### config.mk
export PLATFORM = sky130hd
export DESIGN_NAME = control_unit
export DESIGN_NICKNAME = d
export VERILOG_FILES = /design/src/rtl/control_unit.sv
export SDC_FILE = /design/constraint.sdc
export NUM_CORES = 1
export LEC_CHECK = 0
export BUFFER_PORTS_ARGS = -buffer_cell sky130_fd_sc_hd__buf_2
export CAP_MARGIN = 20
export CELL_PAD_IN_SITES_DETAIL_PLACEMENT = 2
export CELL_PAD_IN_SITES_GLOBAL_PLACEMENT = 2
export CORE_MARGIN = 1
export CORE_UTILIZATION = 26
export CTS_BUF_LIST = sky130_fd_sc_hd__clkbuf_16
export DETAILED_ROUTE_END_ITERATION = 10
export MAX_ROUTING_LAYER = met4
export PLACE_DENSITY = 0.84
export REMOVE_ABC_BUFFERS = 1
export SLEW_MARGIN = 10
export SYNTH_ARGS = -nofsm -noshare
export SYNTH_HDL_FRONTEND = slang
export SYNTH_SLANG_ARGS = --single-unit
### constraint.sdc
create_clock -name Clock -period 2 [get_ports Clock]
set_input_delay 0.2 -clock Clock [delete_from_list [all_inputs] [get_ports Clock]]
set_output_delay 0.2 -clock Clock [all_outputs]
set_load 0.01 [all_outputs]
### src/rtl/control_unit.sv
// control_unit: FSM sequencer for the 8-bit accumulator datapath.
// It fetches, decodes and executes one 3-bit-opcode instruction at a time,
// handles the Enter handshake for INPUT, and strobes the RAM image load.
// Optional build macro: CU_SINGLE_STEP_EN. When it is defined, every return
// to FETCH waits in STEP_WAIT for a synchronized Step press.
module control_unit #(
  parameter int SYNC_STAGES = 2
) (
  input  logic       Clock,
  input  logic       Reset,
  input  logic [2:0] IR,
  input  logic       Aeq0,
  input  logic       Apos,
  input  logic       Enter,
  input  logic       Step,
  output logic       IRload,
  output logic       JMPmux,
  output logic       PCload,
  output logic       Meminst,
  output logic       MemWr,
  output logic       Aload,
  output logic       Sub,
  output logic [1:0] Asel,
  output logic       Initialize,
  output logic       Halt,
  output logic [3:0] State
);

  typedef enum logic [3:0] {
    S_INIT      = 4'd0,
    S_FETCH     = 4'd1,
    S_DECODE    = 4'd2,
    S_LOAD      = 4'd3,
    S_STORE     = 4'd4,
    S_ADD       = 4'd5,
    S_SUB       = 4'd6,
    S_IN_WAIT   = 4'd7,
    S_IN_LOAD   = 4'd8,
    S_JZ        = 4'd9,
    S_JPOS      = 4'd10,
    S_HALT      = 4'd11,
    S_STEP_WAIT = 4'd12
  } state_t;

`ifdef CU_SINGLE_STEP_EN
  localparam state_t S_RESUME = S_STEP_WAIT;
`else
  localparam state_t S_RESUME = S_FETCH;
`endif

  state_t state;
  state_t state_next;

  // Low while Reset is held; INIT only raises Initialize once this is set,
  // so every output stays 0 during reset and Initialize appears right after.
  logic armed;

  // Enter synchronizer chain plus edge-detect flop.
  logic [SYNC_STAGES-1:0] enter_sync;
  logic                   enter_prev;
  logic                   enter_edge;

  // Shift the asynchronous Enter button into the clock domain.
  always_ff @(posedge Clock or negedge Reset) begin
    if (!Reset) begin
      enter_sync <= '0;
      enter_prev <= 1'b0;
    end else begin
      enter_sync <= {enter_sync[SYNC_STAGES-2:0], Enter};
      enter_prev <= enter_sync[SYNC_STAGES-1];
    end
  end

  // A held button yields one pulse only: a rise is needed, not a level.
  assign enter_edge = enter_sync[SYNC_STAGES-1] & ~enter_prev;

`ifdef CU_SINGLE_STEP_EN
  logic [SYNC_STAGES-1:0] step_sync;
  logic                   step_prev;
  logic                   step_edge;

  // Shift the asynchronous Step button into the clock domain.
  always_ff @(posedge Clock or negedge Reset) begin
    if (!Reset) begin
      step_sync <= '0;
      step_prev <= 1'b0;
    end else begin
      step_sync <= {step_sync[SYNC_STAGES-2:0], Step};
      step_prev <= step_sync[SYNC_STAGES-1];
    end
  end

  assign step_edge = step_sync[SYNC_STAGES-1] & ~step_prev;
`else
  // Step has no function in this build.
  logic unused_step;
  assign unused_step = Step;
`endif

  // State register; reset aborts whatever instruction is in flight.
  always_ff @(posedge Clock or negedge Reset) begin
    if (!Reset) begin
      state <= S_INIT;
      armed <= 1'b0;
    end else begin
      state <= state_next;
      armed <= 1'b1;
    end
  end

  // Next-state selection and state-decoded strobes (PCload is Mealy in jumps).
  always_comb begin
    state_next = state;
    IRload     = 1'b0;
    JMPmux     = 1'b0;
    PCload     = 1'b0;
    Meminst    = 1'b0;
    MemWr      = 1'b0;
    Aload      = 1'b0;
    Sub        = 1'b0;
    Asel       = 2'b00;
    Initialize = 1'b0;
    Halt       = 1'b0;
    State      = state;
    case (state)
      S_INIT: begin
        Initialize = armed;
        if (armed) state_next = S_RESUME;
      end
      S_FETCH: begin
        IRload     = 1'b1;
        PCload     = 1'b1;
        state_next = S_DECODE;
      end
      S_DECODE: begin
        Meminst = 1'b1;
        case (IR)
          3'b000:  state_next = S_LOAD;
          3'b001:  state_next = S_STORE;
          3'b010:  state_next = S_ADD;
          3'b011:  state_next = S_SUB;
          3'b100:  state_next = S_IN_WAIT;
          3'b101:  state_next = S_JZ;
          3'b110:  state_next = S_JPOS;
          default: state_next = S_HALT;
        endcase
      end
      S_LOAD: begin
        Meminst    = 1'b1;
        Asel       = 2'b10;
        Aload      = 1'b1;
        state_next = S_RESUME;
      end
      S_STORE: begin
        Meminst    = 1'b1;
        MemWr      = 1'b1;
        state_next = S_RESUME;
      end
      S_ADD: begin
        Meminst    = 1'b1;
        Aload      = 1'b1;
        state_next = S_RESUME;
      end
      S_SUB: begin
        Meminst    = 1'b1;
        Sub        = 1'b1;
        Aload      = 1'b1;
        state_next = S_RESUME;
      end
      S_IN_WAIT: begin
        if (enter_edge) state_next = S_IN_LOAD;
      end
      S_IN_LOAD: begin
        Asel       = 2'b01;
        Aload      = 1'b1;
        state_next = S_RESUME;
      end
      S_JZ: begin
        JMPmux     = 1'b1;
        PCload     = Aeq0;
        state_next = S_RESUME;
      end
      S_JPOS: begin
        JMPmux     = 1'b1;
        PCload     = Apos;
        state_next = S_RESUME;
      end
      S_HALT: begin
        Halt = 1'b1;
      end
      S_STEP_WAIT: begin
`ifdef CU_SINGLE_STEP_EN
        if (step_edge) state_next = S_FETCH;
`else
        state_next = S_INIT;
`endif
      end
      default: state_next = S_INIT;
    endcase
  end

endmodule

==> flow_summary_export.csv, run 1 <==
group,metric,value,unit
run_status,status,"finished, final reports clean",
worst_setup_path,cp_slowest_stage_delay,600,ps
clock_tree,worst_skew_pair.late_latency,230,ps
routing,drt_antenna_net_count,0,
worst_setup_path,rr_worst_depth,3,
synthesis,synth-seq-cells,8,
timing,fin_setup_tns,0,ps
clock_tree,number_of_sinks_handled_by_clock_tree_synthesis,8,
synthesis,yosysWarnings,0,
place,io_buffer_count,22,
routing,drc,0,
clock_tree,cts_max_path_buffers,2,
synthesis,post_synth_num_cell_types,32,
synthesis,syn-mean-instance-area,8.18,sq um
die,ios,24,
global_route,grt_pass1_wl,3.19,mm
clock_tree,number_of_buffers_created_by_cts,3,
synthesis,synth_area,581,sq um
worst_setup_path,criticalPathCategory,"reg2out",
timing,finClkSkew,0.314,ps
timing,grt_setup_unrepaired,"false",
die,rows,16,
timing,final_layout_worst_hold_slack,76.2,ps
routing,vias_per_cell,5.02,
power,peakVddDrop,0.000613,V
worst_hold_path,worstHoldEndpoint,"enter_sync[0]",
finish,drive_above_1_share,0.337,
finish,fillers,231,
global_route,grt_remaining_overflow,0,
routing,postRouteWirelength,1.74,mm
worst_setup_path,r2r_setup_slack,540,ps
synthesis,synthDominantCellAreaShare,0.345,
global_route,grt_max_degree,18,
timing,hold_violations,0,
worst_hold_path,hold_path.class,"in2reg",
clock_tree,clock_tree_from_tritoncts,"yes",
place,place_congestion,0.743,
worst_setup_path,critical_path.max_fanout,17,
synthesis,yosysMostFrequentCell,"dfrtp_1",
worst_setup_path,critical_path.reg2reg.startpoint,"State[1]",
finish,antennaDiodeCount,0,
routing,drt_first_iter_violations,3,
clock_tree,worst_setup_hold_path_clk_slew,30,ps
timing,report.final.setup_viol,0,
clock_tree,cts_post_setup_buffers_inserted,0,
power,power.static_leakage,0.372,nW
worst_hold_path,worst_hold_path.num_cells,1,
synthesis,yosys_most_used_dff,"dfrtp_1",
finish,finalCoreUtilization,0.396,
global_route,grt_pass1_vias,652,
synthesis,synth_sequential_area_ratio,0.345,
synthesis,asyncSetResetFlopFracSynth,1.00,
timing,fmax,551,MHz
worst_setup_path,crit_chain,"or4_4 -> nor2_1 -> buf_2",
finish,multi_input_comb_area,338,sq um
die,fp.dieArea,0.00243,sq mm
flow_run,maxCapViolations,0,
die,chipWidth,49.3,um
finish,final-seq-area,200,sq um
timing,finalMaxSlewViolations,0,
die,initial_cell_density_of_the_core,0.287,
routing,route.detailed.wl_per_inst,14.3,um
clock_tree,holdBufCountCts,1,
synthesis,post-synth-top-area-cell,"dfrtp_1",
synthesis,top_post_synthesis_cells_by_count,"dfrtp_1 (8), nor2_1 (6), nand2_1 (5), nand2b_1 (5), o21ai_0 (5)",
die,core_area,0.00202,sq mm
place,detailedPlacementHpwl,1.26,mm
worst_hold_path,worstHoldStart,"Enter",
routing,first_pass_iters,4,
worst_setup_path,critical_path.startpoint_type,"flop",
global_route,grt_util_all_layers,0.180,
timing,fin_crit_sh,0.907,
worst_setup_path,critPathRequiredTime,1800,ps
global_route,grt_antenna_before_repair,0,
power,cellPowerDensity,1550,mW/mm^2
die,die_h,49.3,um
place,detailed_place.area,716,sq um
worst_setup_path,crit_path_end_kind,"output port",
finish,design_area,801,sq um
synthesis,synth_enable_flop_cells,0,
clock_tree,post_cts_resize_count,0,
finish,nets,106,
place,worst_slack_at_placement,422,ps
synthesis,synthesis.instances,71,
timing,worst-slew-pin-transition,519,ps
clock_tree,cts.root.buffer_cell,"clkbuf_16",
timing,relSlewSlack,0.654,
worst_setup_path,cp_slowest_cell,"or4_4",
timing,final.setup.worst_slack,186,ps
clock_tree,htreeDepth,1,
finish,syn_to_final_growth,37.9,%
timing,timing.final.crit_period,1810,ps
worst_setup_path,data_arrival_critical_path,1610,ps
routing,vias,613,
synthesis,post_synth_main_area_contributors,"dfrtp_1 (34%), nand2b_1 (5.4%), o21ai_0 (4.3%)",
worst_setup_path,crit-reg2reg-capture,"State[0]",
## metrics by stage
step,power [mW],std cells
after floorplan,0.646,66
after global placement,0.881,118
after detailed placement,0.913,118
after CTS,1.26,122
after global routing,1.35,122
final,1.24,122
## logic make-up (layout without fill, tap and decap cells)
logic type	Yosys count	count (layout)	share of synthesized area
AO/OA/AOI/OAI	17	17	0.188
XOR/XNOR	1	1	0.0151
buffers and inverters	8	32	0.0733
flip-flops	8	8	0.345
multiplexers	1	1	0.0172
other	1	1	0.00646
AND/OR/NAND/NOR	35	35	0.356
## layout make-up
class / count / area share
clock buffers: 3 / 0.0938
inverters: 3 / 0.0141
multi-input cells: 55 / 0.422
flip-flops and latches: 8 / 0.250
well taps: 27 / 0.0422
repair buffers: 26 / 0.178
## registers in the layout, indices dropped and copies added (netlist names)
register    flops
armed           1
State           4
enter_sync      2
enter_prev      1
## layer usage
metal | wire [um] | GRT usage | up-vias
li1 | - | - | 297
met1 | 801 | 0.231 | 297
met2 | 868 | 0.292 | 16
met3 | 61 | 0.0374 | 3
met4 | 10 | 0.0294 | 0
met5 | 0 | - | -
## critical path, delay by kind of cell, from the launching register on
family | cells | cell delay [ps]
buf+inv | 1 | 130
simple gates | 2 | 690
flops | 1 | 560
## layout by cell type (no fill, tap or decap), types with 4 or more instances in the layout
master | netlist | final
nor3_1 | 4 | 4
nand2b_1 | 5 | 5
dfrtp_1 | 8 | 8
buf_2 | 4 | 22
a21oi_1 | 4 | 4
nor2_1 | 6 | 6
nand2_1 | 5 | 5
o21ai_0 | 5 | 5
## how the worst max path moves through the flow
stage	startpoint	end	slack [ps]	cells past startpoint
after detailed placement	State[1]	Initialize	420	3
after floorplan	State[2]	Aload	470	3
final	State[1]	Initialize	190	3
after CTS	State[1]	Initialize	170	3
after global placement	State[1]	Initialize	450	3
after global routing	State[1]	Initialize	70	3
## where the power goes
part           internal, mW  leakage [nW]  switching (mW)
clock                 0.257        0.0370          0.0716
combinational         0.272         0.238           0.352
sequential            0.199        0.0975          0.0872
Note: power is estimated with default switching activity, not from simulation.
==> run 2, diff against run 1 <==
--- a/config.mk
+++ b/config.mk
@@ -9,10 +9,10 @@
 export CAP_MARGIN = 20
 export CELL_PAD_IN_SITES_DETAIL_PLACEMENT = 2
 export CELL_PAD_IN_SITES_GLOBAL_PLACEMENT = 2
-export CORE_MARGIN = 1
 export CORE_UTILIZATION = 26
 export CTS_BUF_LIST = sky130_fd_sc_hd__clkbuf_16
 export DETAILED_ROUTE_END_ITERATION = 10
+export GPL_TIMING_DRIVEN = 0
 export MAX_ROUTING_LAYER = met4
 export PLACE_DENSITY = 0.84
 export REMOVE_ABC_BUFFERS = 1
==> run 2 against run 1 <==
  * Worst hold slack better by 4.5 ps
  * Largest power group unchanged
  * Clock-buffer cell count stayed put
  * Setup slack worse by 39 ps
  * Critical endpoint unchanged
  * Sequential cell count stayed put
==> flow_summary_export.csv, run 2 (synthesis results as in run 1) <==
group,metric,value,unit
die,die_h,49.3,um
routing,drt_first_iter_violations,3,
place,placedCellCount,115,
timing,fin_setup_tns,0,ps
worst_setup_path,criticalPathCategory,"reg2out",
clock_tree,htreeDepth,1,
power,totalPowerFinal,1.19,mW
clock_tree,worst_skew_pair.late_latency,230,ps
worst_setup_path,cp_slowest_stage_delay,620,ps
clock_tree,clock_tree_from_tritoncts,"yes",
clock_tree,post_cts_resize_count,0,
worst_setup_path,critical_path.max_fanout,16,
power,swShare,0.413,
timing,fin_crit_sh,0.927,
die,fp.dieArea,0.00243,sq mm
die,rows,16,
finish,fin_cells,119,
global_route,grt_pass1_vias,651,
global_route,grt_remaining_overflow,0,
finish,number_of_flip_flops_under_the_largest_register_name,4,
routing,route.detailed.wl_per_inst,14.1,um
finish,drive_above_1_share,0.315,
timing,worst-slew-pin-transition,619,ps
clock_tree,number_of_buffers_created_by_cts,3,
place,detailedPlacementHpwl,1.26,mm
clock_tree,cts_post_setup_buffers_inserted,0,
timing,grt_setup_unrepaired,"false",
power,p_int,0.699,mW
clock_tree,cts.root.buffer_cell,"clkbuf_16",
die,initial_cell_density_of_the_core,0.287,
flow_run,maxCapViolations,0,
power,cellPowerDensity,1530,mW/mm^2
routing,drt_antenna_net_count,0,
routing,first_pass_iters,2,
clock_tree,cts_max_path_buffers,2,
timing,finClkSkew,0.388,ps
worst_setup_path,critical_path.startpoint_type,"flop",
power,peakVddDrop,0.000867,V
global_route,grt_util_all_layers,0.159,
worst_setup_path,crit_chain,"or4_4 -> nor2_1 -> buf_2",
routing,vias,610,
worst_hold_path,hold_path.class,"in2reg",
finish,nets,103,
finish,most_used_cells_in_the_layout_excluding_fill_and_tap_cells,"buf_2 (22), dfrtp_1 (8), nor2_1 (6)",
run_status,status,"finished, final reports clean",
place,place_congestion,0.766,
worst_setup_path,worst_path_dominant_cell_family,"simple AND/OR/NAND/NOR gates",
power,p_comb_frac,0.432,
finish,final_common_cell,"buf_2",
routing,vias_per_cell,5.13,
finish,antennaDiodeCount,0,
power,power.static_leakage,0.357,nW
power,pwr-share-clk,0.273,
routing,drc,0,
power,seq_power_share,0.295,
global_route,grt_max_degree,21,
finish,finalCoreUtilization,0.385,
timing,relSlewSlack,0.587,
die,ios,24,
worst_setup_path,crit_path_end_kind,"output port",
worst_setup_path,data_arrival_critical_path,1650,ps
timing,hold_violations,0,
timing,timing.final.crit_period,1850,ps
timing,fmax,540,MHz
finish,multi_input_comb_area,338,sq um
timing,finalMaxSlewViolations,0,
die,core_area,0.00202,sq mm
timing,report.final.setup_viol,0,
worst_setup_path,critPathBufInv,1,
clock_tree,number_of_sinks_handled_by_clock_tree_synthesis,8,
place,io_buffer_count,22,
worst_setup_path,critPathRequiredTime,1800,ps
finish,fillers,247,
die,chipWidth,49.3,um
routing,postRouteWirelength,1.68,mm
power,switching_power,0.492,mW
worst_setup_path,cp_slowest_cell,"or4_4",
finish,final-seq-area,200,sq um
finish,syn_to_final_growth,34.1,%
global_route,grt_antenna_before_repair,0,
global_route,grt_pass1_wl,2.88,mm
clock_tree,worst_setup_hold_path_clk_slew,30,ps
[run 2: cell count changes in the layout (fill, tap and decap cells not counted)]
cell   delta
buf_4     -3
[run 2: layer usage]
layer / GRT usage / vias to the layer above / share of wire
li1: - / 300 / -
met1: 0.172 / 299 / 0.46
met2: 0.283 / 11 / 0.51
met3: 0.0405 / 0 / 0.023
met4: 0.0441 / 0 / 0
met5: - / - / 0
[run 2: metrics by stage]
stage / hold WS (ps) / area [sq um] / worst slack (ps)
5_1_grt: 79.9 / 778 / 62.0
3_3_place_gp: 44.1 / 693 / 417
3_5_place_dp: 47.2 / 693 / 374
4_1_cts: 78.0 / 778 / 126
2_1_floorplan: -95.6 / 549 / 469
6_report: 80.7 / 778 / 147
[run 2: final timing paths]
path / end / depth (start not counted) / from / slack (ps)
max: Initialize / 3 / State[0] / 150
min: enter_sync[0] / 1 / Enter / 80
max reg2reg: State[0] / 3 / State[0] / 490
min reg2reg: enter_sync[1] / 0 / enter_sync[0] / 350
max in group asynchronous: State[1] / 2 / Reset / 1490
min in group asynchronous: State[3] / 2 / Reset / 350
[run 2: timing repair]
action | in CTS | in global routing
hold endpoints to repair | 8 | 0
setup endpoints to repair | 0 | 0
hold buffers | 1 | 0
[run 2: worst reg2reg max path, delay by kind of cell, from the launching register on]
family / cells / cell delay (ps)
AOI/OAI and AO/OA: 2 / 190
DFF: 1 / 570
and+or+nand+nor: 1 / 620
[run 2: cell type report]
type | count | area share
inverter | 3 | 0.0145
tap | 27 | 0.0434
clock buffer | 3 | 0.0965
sequential | 8 | 0.257
multi-input combinational | 55 | 0.434
timing repair buffer | 23 | 0.154
[run 2: power groups by stage]
stage	Combinational (mW)	Clock, mW	Sequential (mW)
2_1_floorplan	0.323	0	0.323
3_3_place_gp	0.498	0	0.349
3_5_place_dp	0.520	0	0.355
4_1_cts	0.526	0.333	0.353
5_1_grt	0.575	0.342	0.369
6_report	0.515	0.325	0.352
==> run 3, diff against run 2 <==
--- a/config.mk
+++ b/config.mk
@@ -15,6 +15,7 @@
 export GPL_TIMING_DRIVEN = 0
 export MAX_ROUTING_LAYER = met4
 export PLACE_DENSITY = 0.84
+export RECOVER_POWER = 100
 export REMOVE_ABC_BUFFERS = 1
 export SLEW_MARGIN = 10
 export SYNTH_ARGS = -nofsm -noshare
==> run 3 against run 2 <==
  * Power down 3.6%
  * Combinational power fell by 7.2%
  * Critical path depth stayed put
  * Routed wire length rose by 1.3%
  * Die area unchanged
  * Setup slack got worse by 14 ps
  * Fmax shrank 0.77%
  * Critical endpoint unchanged
  * Largest cell class unchanged
==> flow_summary_export.csv, run 3 (synthesis results as in run 1) <==
group,metric,value,unit
global_route,grt_max_degree,21,
clock_tree,number_of_buffers_created_by_cts,3,
timing,final_layout_worst_hold_slack,80.9,ps
worst_setup_path,critical_path.reg2reg.startpoint,"State[2]",
clock_tree,post_cts_resize_count,0,
worst_hold_path,hold_path.class,"in2reg",
worst_hold_path,worstHoldStart,"Enter",
clock_tree,htreeDepth,1,
global_route,grt_remaining_overflow,0,
place,place_congestion,0.766,
clock_tree,number_of_sinks_handled_by_clock_tree_synthesis,8,
timing,worst-slew-pin-transition,575,ps
clock_tree,holdBufCountCts,1,
routing,met2_wirelength,867,um
routing,wl_met3,46,um
routing,route.top_layer_used,"met3",
power,seq_power_share,0.301,
routing,drt_first_iter_violations,1,
timing,fin_setup_tns,0,ps
global_route,grt_antenna_before_repair,0,
worst_setup_path,critical_path.startpoint_type,"flop",
worst_hold_path,worstHoldEndpoint,"enter_sync[0]",
finish,most_used_cells_in_the_layout_excluding_fill_and_tap_cells,"clkbuf_1 (14), dfrtp_1 (8), buf_2 (8)",
flow_run,maxCapViolations,0,
finish,finalCoreUtilization,0.371,
timing,finClkSkew,0.547,ps
power,switching_power,0.489,mW
finish,drive_above_1_share,0.141,
worst_setup_path,r2r_setup_slack,440,ps
finish,fin_cells,119,
clock_tree,worst_skew_pair.late_latency,230,ps
global_route,grt_pass1_vias,651,
timing,report.final.setup_viol,0,
worst_setup_path,crit_path_end_kind,"output port",
worst_setup_path,rr_worst_depth,3,
power,peakVddDrop,0.000841,V
die,ios,24,
worst_hold_path,worst_hold_path.num_cells,1,
clock_tree,cts.root.buffer_cell,"clkbuf_16",
timing,grt_setup_unrepaired,"false",
finish,number_of_flip_flops_under_the_largest_register_name,4,
worst_setup_path,critical_path.max_fanout,16,
timing,relSlewSlack,0.616,
place,detailedPlacementHpwl,1.26,mm
die,fp.dieArea,0.00243,sq mm
die,initial_cell_density_of_the_core,0.287,
clock_tree,cts_post_setup_buffers_inserted,0,
die,chipWidth,49.3,um
finish,syn_to_final_growth,29.3,%
timing,finalMaxSlewViolations,0,
place,placedCellCount,115,
power,power.static_leakage,0.300,nW
finish,nets,103,
place,detailed_place.area,693,sq um
power,swShare,0.426,
clock_tree,cts_max_path_buffers,2,
routing,vias_per_cell,5.11,
worst_setup_path,data_arrival_critical_path,1670,ps
timing,fmax,535,MHz
timing,timing.final.crit_period,1870,ps
routing,drt-met1-wl,788,um
finish,design_area,751,sq um
worst_setup_path,critPathRequiredTime,1800,ps
routing,drt_antenna_net_count,0,
die,die_h,49.3,um
clock_tree,worst_setup_hold_path_clk_slew,30,ps
power,totalPowerFinal,1.15,mW
global_route,grt_pass1_wl,2.88,mm
timing,hold_violations,0,
clock_tree,clock_tree_from_tritoncts,"yes",
routing,vias,608,
worst_setup_path,crit-reg2reg-capture,"State[0]",
routing,route.detailed.wl_per_inst,14.3,um
power,p_int,0.660,mW
power,cellPowerDensity,1530,mW/mm^2
worst_setup_path,criticalPathCategory,"reg2out",
global_route,grt_util_all_layers,0.159,
routing,first_pass_iters,2,
routing,postRouteWirelength,1.70,mm
place,worst_slack_at_placement,374,ps
run_status,status,"finished, final reports clean",
die,rows,16,
timing,final.setup.worst_slack,132,ps
routing,drc,0,
die,core_area,0.00202,sq mm
finish,antennaDiodeCount,0,
place,io_buffer_count,22,
power,p_comb_frac,0.416,
timing,fin_crit_sh,0.934,
finish,final_common_cell,"clkbuf_1",
power,pwr-share-clk,0.283,
-- run 3: worst max-delay path, stage by stage (launching register included) --
cell and delay (ps):
dfrtp_1 560, or4_1 630, nor2_1 110, buf_2 140
-- run 3: worst max-delay path by stage --
stage             start          to  slack, ps
5_1_grt        State[2]       Aload         40
3_3_place_gp   State[0]  Initialize        420
2_1_floorplan  State[2]       Aload        470
4_1_cts        State[0]  Initialize        130
6_report       State[0]  Initialize        130
3_5_place_dp   State[0]  Initialize        370
-- run 3: area by class of cell --
cell class,instances,area [sq um]
sequential,8,200
multi-input combinational,55,328
timing repair buffer,23,103
inverter,3,11.3
fill,248,1270
tap,27,33.8
clock buffer,3,75.1
-- run 3: layer usage --
layer / track usage / vias up
met5: - / -
met4: 0.0441 / 0
met3: 0.0405 / 0
met2: 0.283 / 11
met1: 0.172 / 299
li1: - / 298
-- run 3: power by group through the flow --
stage          sequential (mW)  clock, mW  combinational [mW]
2_1_floorplan            0.323          0               0.323
3_3_place_gp             0.349          0               0.498
3_5_place_dp             0.355          0               0.520
4_1_cts                  0.353      0.333               0.526
5_1_grt                  0.364      0.342               0.537
6_report                 0.346      0.325               0.478
